**src/rtl/nn_ctrl_pkg.sv**
```systemverilog
// Shared definitions for neural-network layer controllers: the state encoding
// and the width helper used to size the counters.
package nn_ctrl_pkg;

    typedef enum logic [1:0] {
        LOAD  = 2'd0,
        BCAST = 2'd1,
        WAIT  = 2'd2,
        DRAIN = 2'd3
    } state_t;

    // A counter always needs at least one bit, even when $clog2 would return 0.
    function automatic int clog2w(input int n);
        return (n > 1) ? $clog2(n) : 1;
    endfunction

endpackage

```
**src/rtl/vec_buffer.sv**
```systemverilog
// Simple dual-port vector store: one write port and one registered read port.
module vec_buffer
    import nn_ctrl_pkg::*;
#(
    parameter int DEPTH      = 4,
    parameter int WIDTH      = 16,
    parameter int ADDR_WIDTH = clog2w(DEPTH)
) (
    input  logic                  clk,
    input  logic                  wr_en,
    input  logic [ADDR_WIDTH-1:0] wr_addr,
    input  logic [WIDTH-1:0]      wr_data,
    input  logic                  rd_en,
    input  logic [ADDR_WIDTH-1:0] rd_addr,
    output logic [WIDTH-1:0]      rd_data
);

    logic [WIDTH-1:0] mem [DEPTH];

    always_ff @(posedge clk) begin
        if (wr_en)
            mem[wr_addr] <= wr_data;
        if (rd_en)
            rd_data <= mem[rd_addr];
    end

endmodule

```
**src/rtl/layer_stream_ctrl.sv**
```systemverilog
// Fully-connected layer sequencer: collects a vector, broadcasts it to all neurons,
// gathers their outputs and drains them serially. Optional watchdog: LAYER_CTRL_TIMEOUT_EN.
module layer_stream_ctrl
    import nn_ctrl_pkg::*;
#(
    parameter int numInput  = 4,
    parameter int numNeuron = 3,
    parameter int dataWidth = 16,
    parameter int TIMEOUT   = 1024
) (
    input  logic                           clk,
    input  logic                           rst,
    input  logic [dataWidth-1:0]           in_data,
    input  logic                           in_valid,
    output logic                           in_ready,
    output logic [dataWidth-1:0]           nrn_data,
    output logic                           nrn_valid,
    input  logic [numNeuron-1:0]           nrn_outvalid,
    input  logic [numNeuron*dataWidth-1:0] nrn_out,
    output logic [dataWidth-1:0]           out_data,
    output logic                           out_valid,
    input  logic                           out_ready,
    output logic                           busy,
    output logic                           err_unexp,
    output logic                           timeout_err
);

    localparam int WW = clog2w(numInput);
    localparam int BW = clog2w(numInput + 1);
    localparam int RW = clog2w(numNeuron);
    localparam logic [WW-1:0]        WLAST = WW'(numInput - 1);
    localparam logic [BW-1:0]        BDONE = BW'(numInput);
    localparam logic [RW-1:0]        RLAST = RW'(numNeuron - 1);
    localparam logic [numNeuron-1:0] FULL  = '1;

    if (TIMEOUT < 1) begin : g_bad_timeout
        $error("layer_stream_ctrl: TIMEOUT must be at least 1");
    end

    state_t                 state, next_state;
    logic [WW-1:0]          wcnt;
    logic [BW-1:0]          bcnt;
    logic [RW-1:0]          rcnt;
    logic [numNeuron-1:0]   mask, mask_next;
    logic [dataWidth-1:0]   outreg [numNeuron];
    logic [dataWidth-1:0]   rd_data;
    logic                   nrn_valid_q, err_q;
    logic                   in_hs, out_hs, rd_en, all_in, timed_out;

    assign in_hs     = in_valid && in_ready;
    assign out_hs    = out_valid && out_ready;
    assign mask_next = mask | nrn_outvalid;
    assign all_in    = (mask_next == FULL);

`ifdef LAYER_CTRL_TIMEOUT_EN
    localparam int TW = clog2w(TIMEOUT);
    localparam logic [TW-1:0] TLAST = TW'(TIMEOUT - 1);

    logic [TW-1:0] tcnt;
    logic          tout_q;

    assign timed_out = (state == WAIT) && !all_in && (tcnt == TLAST);

    always_ff @(posedge clk) begin
        if (rst) begin
            tcnt   <= '0;
            tout_q <= 1'b0;
        end else if (state != WAIT) begin
            tcnt <= '0;
        end else begin
            if (timed_out)
                tout_q <= 1'b1;
            if (tcnt != TLAST)
                tcnt <= tcnt + TW'(1);
        end
    end

    assign timeout_err = tout_q;
`else
    assign timed_out   = 1'b0;
    assign timeout_err = 1'b0;
`endif

    always_ff @(posedge clk) begin
        if (rst)
            state <= LOAD;
        else
            state <= next_state;
    end

    always_comb begin
        next_state = state;
        case (state)
            LOAD:    if (in_hs && wcnt == WLAST) next_state = BCAST;
            BCAST:   if (bcnt == BDONE) next_state = WAIT;
            WAIT:    if (all_in || timed_out) next_state = DRAIN;
            DRAIN:   if (out_hs && rcnt == RLAST) next_state = LOAD;
            default: next_state = LOAD;
        endcase
    end

    always_comb begin
        in_ready  = 1'b0;
        out_valid = 1'b0;
        busy      = 1'b1;
        rd_en     = 1'b0;
        case (state)
            LOAD: begin
                in_ready = 1'b1;
                busy     = 1'b0;
            end
            BCAST:   rd_en     = (bcnt != BDONE);
            DRAIN:   out_valid = 1'b1;
            default: begin end
        endcase
    end

    // The read issued in one BCAST cycle appears on nrn_data the next, so valid trails rd_en.
    always_ff @(posedge clk) begin
        if (rst) begin
            wcnt        <= '0;
            bcnt        <= '0;
            rcnt        <= '0;
            mask        <= '0;
            nrn_valid_q <= 1'b0;
            err_q       <= 1'b0;
        end else begin
            nrn_valid_q <= rd_en;
            if ((|nrn_outvalid) && state != WAIT)
                err_q <= 1'b1;
            if (in_hs)
                wcnt <= (wcnt == WLAST) ? '0 : wcnt + WW'(1);
            if (state != BCAST)
                bcnt <= '0;
            else if (bcnt != BDONE)
                bcnt <= bcnt + BW'(1);
            mask <= (state == WAIT && !(all_in || timed_out)) ? mask_next : '0;
            if (out_hs)
                rcnt <= (rcnt == RLAST) ? '0 : rcnt + RW'(1);
        end
    end

    // Cleared when entering WAIT so a neuron that never reports drains as zero.
    always_ff @(posedge clk) begin
        for (int k = 0; k < numNeuron; k++) begin
            if (state == BCAST && next_state == WAIT)
                outreg[k] <= '0;
            else if (state == WAIT && nrn_outvalid[k])
                outreg[k] <= nrn_out[k*dataWidth +: dataWidth];
        end
    end

    vec_buffer #(
        .DEPTH (numInput),
        .WIDTH (dataWidth)
    ) u_vec_buffer (
        .clk     (clk),
        .wr_en   (in_hs),
        .wr_addr (wcnt),
        .wr_data (in_data),
        .rd_en   (rd_en),
        .rd_addr (WW'(bcnt)),
        .rd_data (rd_data)
    );

    assign nrn_valid = nrn_valid_q;
    assign nrn_data  = nrn_valid_q ? rd_data : '0;
    assign out_data  = out_valid ? outreg[rcnt] : '0;
    assign err_unexp = err_q;

endmodule

```
**config.mk**
```make
export PLATFORM = sky130hd
export DESIGN_NAME = layer_stream_ctrl
export DESIGN_NICKNAME = d
export VERILOG_FILES = /design/src/rtl/nn_ctrl_pkg.sv /design/src/rtl/vec_buffer.sv /design/src/rtl/layer_stream_ctrl.sv
export SDC_FILE = /design/constraint.sdc
export NUM_CORES = 1
export LEC_CHECK = 0
export ABC_AREA = 1
export CAP_MARGIN = 20
export CORE_MARGIN = 8
export CORE_UTILIZATION = 40
export CTS_BUF_LIST = sky130_fd_sc_hd__clkbuf_4 sky130_fd_sc_hd__clkbuf_8
export DETAILED_ROUTE_END_ITERATION = 12
export PLACE_DENSITY_LB_ADDON = 0.3
export SYNTH_ARGS = -nofsm -noshare
export SYNTH_HDL_FRONTEND = slang
export SYNTH_SLANG_ARGS = --single-unit
```
**constraint.sdc**
```tcl
create_clock -name clk -period 6.7 [get_ports clk]
set_clock_uncertainty 0.2 [all_clocks]
set_input_delay 0.67 -clock clk [delete_from_list [all_inputs] [get_ports clk]]
set_output_delay 0.67 -clock clk [all_outputs]
set_load 0.05 [all_outputs]
```
==> results of run 1 <==
==> path summary, 6_finish.rpt <==
| kind | cells past startpoint | slack [ns] | start | to |
|---|---|---|---|---|
| hold reg to reg | 2 | 0.29 | err_unexp$_SDFFE_PP0P_ | err_unexp$_SDFFE_PP0P_ |
| setup / recovery | 4 | 3.22 | flop | out_data[1] |
| setup reg to reg | 7 | 3.39 | bcnt[0]$_SDFFE_PP0N_ | outreg[0][2]$_SDFFCE_PN0P_ |
| hold / removal | 2 | 0.29 | err_unexp$_SDFFE_PP0P_ | err_unexp$_SDFFE_PP0P_ |
==> final cells by class <==
cell class	instances	area, um2
Timing Repair Buffer	112	1120
Clock inverter	14	189
Fill cell	1291	7260
Tap cell	188	235
Sequential cell	144	4160
Clock buffer	18	241
Inverter	121	454
Multi-Input combinational cell	256	1320
==> power groups by stage <==
stage / registers, mW / logic, mW / clock network [mW]
6_report: 0.999 / 0.0922 / 0.728
5_1_grt: 1.00 / 0.102 / 0.776
4_1_cts: 1.00 / 0.0934 / 0.743
3_5_place_dp: 1.02 / 0.0929 / 0
3_3_place_gp: 1.02 / 0.0905 / 0
2_1_floorplan: 1.02 / 0.0311 / 0
==> critical path, cell delays in order, from the launching register on <==
cell and delay (ns):
dfxtp_1 0.78, mux2_2 0.44, o21ai_0 0.18, inv_1 0.09, clkdlybuf4s50_1 0.70
==> stage by stage <==
stage / util, % / worst slack, ns / power [mW] / instance area, um2 / cells
detailed placement: 48.6 / 2.94 / 1.11 / 7270 / 820
floorplan: - / 4.22 / 1.05 / 6030 / 542
CTS: 51.4 / 2.91 / 1.84 / 7700 / 852
global route: 51.5 / 3.06 / 1.88 / 7720 / 853
global placement: 48.6 / 3.11 / 1.11 / 7270 / 820
finish: 51.5 / 3.22 / 1.82 / 7720 / 853
==> cells in the final DEF, fill, tap and decap left out <==
master / count
dfxtp_1: 16
edfxtp_1: 128
inv_1: 120
inv_6: 2
nand2_1: 30
inv_2: 1
conb_1: 1
nor2_2: 1
a21oi_1: 24
o21ai_0: 55
clkinvlp_4: 5
buf_8: 1
or2_2: 1
nor2_1: 92
ha_1: 6
o22ai_1: 16
clkinv_1: 1
buf_4: 4
clkbuf_4: 1
nand3_1: 4
clkdlybuf4s50_1: 107
nor3_1: 1
mux2_2: 16
nand2_2: 4
clkbuf_8: 17
nor2_4: 1
bufinv_16: 4
clkinv_2: 2
a211oi_1: 3
xor2_1: 1
==> kinds of logic after synthesis <==
kind of cell | after synthesis | synth area share [%]
AOI/OAI and AO/OA | 98 | 8.59
xor gates and xnor gates | 1 | 0.145
adders and majority gates | 6 | 1.24
buffers and inverters | 142 | 9.13
DFF | 144 | 69.0
muxes | 16 | 2.99
other | 1 | 0.0622
and+or+nand+nor | 134 | 8.82
==> registers in the layout, indices dropped and copies added (netlist names), named ones only <==
register              count
u_vec_buffer.mem         64
outreg                   48
u_vec_buffer.rd_data     16
bcnt                      3
mask                      3
rcnt                      2
state                     2
wcnt                      2
err_unexp                 1
nrn_valid                 1
==> Yosys cell counts, drive strengths merged <==
library cell  number
o22ai             16
mux2              16
conb               1
ha                 6
edfxtp           128
o21ai             55
nor3               1
nand2             34
or2                1
a21oi             24
xor2               1
inv              121
dfxtp             16
clkbuf            11
nand3              4
a211oi             3
nor2              94
buf               10
==> per-layer routing <==
layer,global-route usage (%),up-vias,part of all wire (%)
met3,3.48,4,4.5
met2,22.8,92,50
met5,0,-,0
li1,-,1991,-
met1,17.1,1821,45
met4,4.56,0,0.65
==> run summary, run 1 <==
Ports - 109
Syn nets - 619
Worst-Margin Slew - 0.990 ns
NumNets Final - 729
Max Cap Viol - 0
Ys Warns - 0
Status - complete, no violations
Row count - 45
Crit path kind - reg -> out
Count of different cell masters after synthesis - 23
CTS tree - built
PwrDens - 236 nW/um2
Area contributors post-synth - edfxtp_1 64%, inv_1 7.5%, nor2_1 5.7%
Pre-antenna DRT Iters - 5
Comb pwr share - 5.1%
Synthesized area - 6030 um2
RSZ-0062 raised after global routing - no
Final setup viols - 0
Sequential power share - 54.9%
Yosys top cell area share - 63.7%
Peak supply drop - 144 uV
Die span in y - 139 um
Worst Path Arrival - 2.61 ns
CP required - 5.83 ns
Worst-skew pair later-pin latency - 0.42 ns
Worst Path Max Fanout - 16
Largest area contributor in the netlist - edfxtp_1
Clock Power Share - 40.0%
First-pass GRT wire length - 20900 um
Die footprint - 19300 um2
Routed WL - 13000 um
Worst Hold Class - reg -> reg
Port bufs - 107
CTS Buffer Depth - 2
Resize count post-CTS - 0
Final min period - 3.48 ns
CTS root buf - clkbuf_8
Drt first-iter violations - 248
Fraction of layout cells with a size suffix above 1 - 9.02%
Ant. Diodes - 0
Fin. max-slew vios - 0
Post-CTS setup buffers - 0
Fin crit share - 51.9%
CTS clk-pin slew, worst paths - 0.08 ns
Remaining DRCs - 0
#FFs+latches synth - 144
Leak - 3.28 nW
Sw Ratio - 20.2%
Syn_area_per_cell - 11.1 um2
Largest net degree at the start of global routing - 37
Post-route setup TNS - 0 ns
Sw power - 0.368 mW
CTS buffer count - 17
Sink Count - 144
Critical path launch point type - flop
Sequential share of the synthesized area - 69.0%
Final GP Congestion - 0.826
WL/cell - 15.3 um
Initial antenna violation count - 0
Dpl hpwl - 9140 um
Congestion Overflow GR - 0
Die width - 139 um
GR Util All Layers - 13.7%
Endpoints failing hold - 0
Worst hold slack - 0.290 ns
Final ANT Viol Nets - 0
Area growth syn-to-layout - 27.9%
H-tree depth - 4
Hold-fix buffers, CTS - 0
Syn Inst Count - 542
Slew Limit Headroom - 33.9%
Core area - 15000 um2
Internal power - 1.45 mW
Drt via density - 4.58
Vias in the first global route - 4146
Via count - 3908
Initial core utilization - 40.3%
Fmax - 287 MHz
CP endpoint kind - primary output
No activity file was read; power rests on OpenSTA's default activity.
==> run 2, diff against run 1 <==
==> constraint.sdc (replaced) <==
create_clock -name clk -period 3.1 [get_ports clk]
set_clock_uncertainty 0.2 [all_clocks]
set_input_delay 0.31 -clock clk [delete_from_list [all_inputs] [get_ports clk]]
set_output_delay 0.31 -clock clk [all_outputs]
set_load 0.05 [all_outputs]
==> run summary, run 2 (same netlist as run 1, synthesis figures left out) <==
Final min period - 2.91 ns
Top Registers - u_vec_buffer.mem: 64 flops, outreg: 48 flops, u_vec_buffer.rd_data: 16 flops
Finished layout cell area - 7680 um2
Routed WL - 13800 um
Fraction of layout cells with a size suffix above 1 - 9.12%
Most common cell after layout, fill and taps aside - edfxtp_1
Most frequent cells in the layout - 128 x edfxtp_1, 120 x inv_1, 107 x clkdlybuf4s50_1
Area growth syn-to-layout - 27.3%
Remaining DRCs - 0
Worst Path Max Fanout - 23
CTS tree - built
Drt via density - 4.72
Worst-skew pair later-pin latency - 0.43 ns
Register with the most flip-flops - u_vec_buffer.mem
Worst Path Arrival - 2.40 ns
Hold path cells - 2
Endpoints failing hold - 0
Drt first-iter violations - 309
Die span in y - 139 um
Worst r2r path cells - 7
Resize count post-CTS - 0
Total power draw - 3.73 mW
CP endpoint kind - primary output
CTS buffer count - 17
Final GP Congestion - 0.862
CP required - 2.59 ns
Max FFs per register - 64
Hold-fix buffers, CTS - 0
Vias in the first global route - 4136
Largest net degree at the start of global routing - 36
Ports - 109
Die footprint - 19300 um2
Initial core utilization - 40.3%
Status - complete, no violations
Congestion Overflow GR - 0
Die width - 139 um
First-pass GRT wire length - 21600 um
Final ANT Viol Nets - 0
Area of the multi-input gates - 1320 um2
Fin util - 51.3%
Worst Hold Class - reg -> reg
Via count - 4044
Critical path launch point type - flop
Fmax - 344 MHz
Reg area - 4160 um2
Max Cap Viol - 0
Initial antenna violation count - 0
PwrDens - 486 nW/um2
CTS root buf - clkbuf_8
Row count - 45
WL/cell - 16.1 um
Post-CTS setup buffers - 0
Core area - 15000 um2
GR Util All Layers - 14.6%
Port bufs - 107
FILL cells - 1325
Crit path kind - reg -> out
Worst-Margin Slew - 0.770 ns
Fin. max-slew vios - 0
Area after DPL - 7320 um2
CTS Buffer Depth - 2
Post-route setup TNS - 0 ns
Slew Limit Headroom - 48.6%
Peak supply drop - 311 uV
RSZ-0062 raised after global routing - no
Fin crit share - 93.8%
Ant. Diodes - 0
Pre-antenna DRT Iters - 4
Leak - 3.28 nW
Sink Count - 144
NumNets Final - 734
CTS clk-pin slew, worst paths - 0.07 ns
H-tree depth - 4
Dpl hpwl - 9520 um
Final setup viols - 0
==> run 2: cell types whose count changed in the layout (fill, tap and decap cells not counted), sizes merged <==
cell / delta
inv: -2
bufinv: -2
clkinv: +6
buf: +5
clkinvlp: -3
==> run 2: worst paths after layout <==
path	from	to	slack, ns
setup / recovery	flop	out_data[3]	0.19
hold / removal	err_unexp$_SDFFE_PP0P_	err_unexp$_SDFFE_PP0P_	0.28
setup reg to reg	bcnt[1]$_SDFFE_PP0N_	outreg[1][13]$_SDFFCE_PN0P_	0.73
hold reg to reg	err_unexp$_SDFFE_PP0P_	err_unexp$_SDFFE_PP0P_	0.28
==> run 2: metrics by stage <==
step | hold WS (ns) | cells | setup slack [ns]
after detailed placement | 0.270 | 826 | 0.643
after global routing | 0.278 | 857 | 0.0208
final | 0.280 | 857 | 0.192
after CTS | 0.275 | 857 | 0.158
after global placement | 0.261 | 826 | 0.684
after floorplan | 0.179 | 542 | 0.620
==> run 2: worst max-delay path, stage by stage (launching register included) <==
cell             delay [ns]
dfxtp_1                0.72
buf_4                  0.27
o21ai_0                0.11
inv_1                  0.07
clkdlybuf4s50_1        0.79
==> run 2: metal layers <==
metal  part of all wire [%]  GRT usage, %  vias up
li1                       -             -     2001
met4                    1.5          5.78        0
met2                     49          24.1       85
met1                     45          17.8     1941
met5                      0             0        -
met3                    4.4          4.17       17
==> run 2: report_power, final <==
group | leakage [nW] | total, mW | internal [mW] | switching, mW
registers | 1.34 | 2.16 | 2.15 | 0.0115
clock network | 0.182 | 1.37 | 0.704 | 0.668
logic | 1.76 | 0.199 | 0.106 | 0.0935
==> run 2: final cells by class <==
cell class | instances | share of cell area (%)
clock inverter | 13 | 1.60
timing repair buffer | 117 | 14.9
clock buffer | 18 | 3.14
multi-input combinational | 256 | 17.2
inverter | 121 | 5.91
sequential | 144 | 54.2
tap | 188 | 3.06
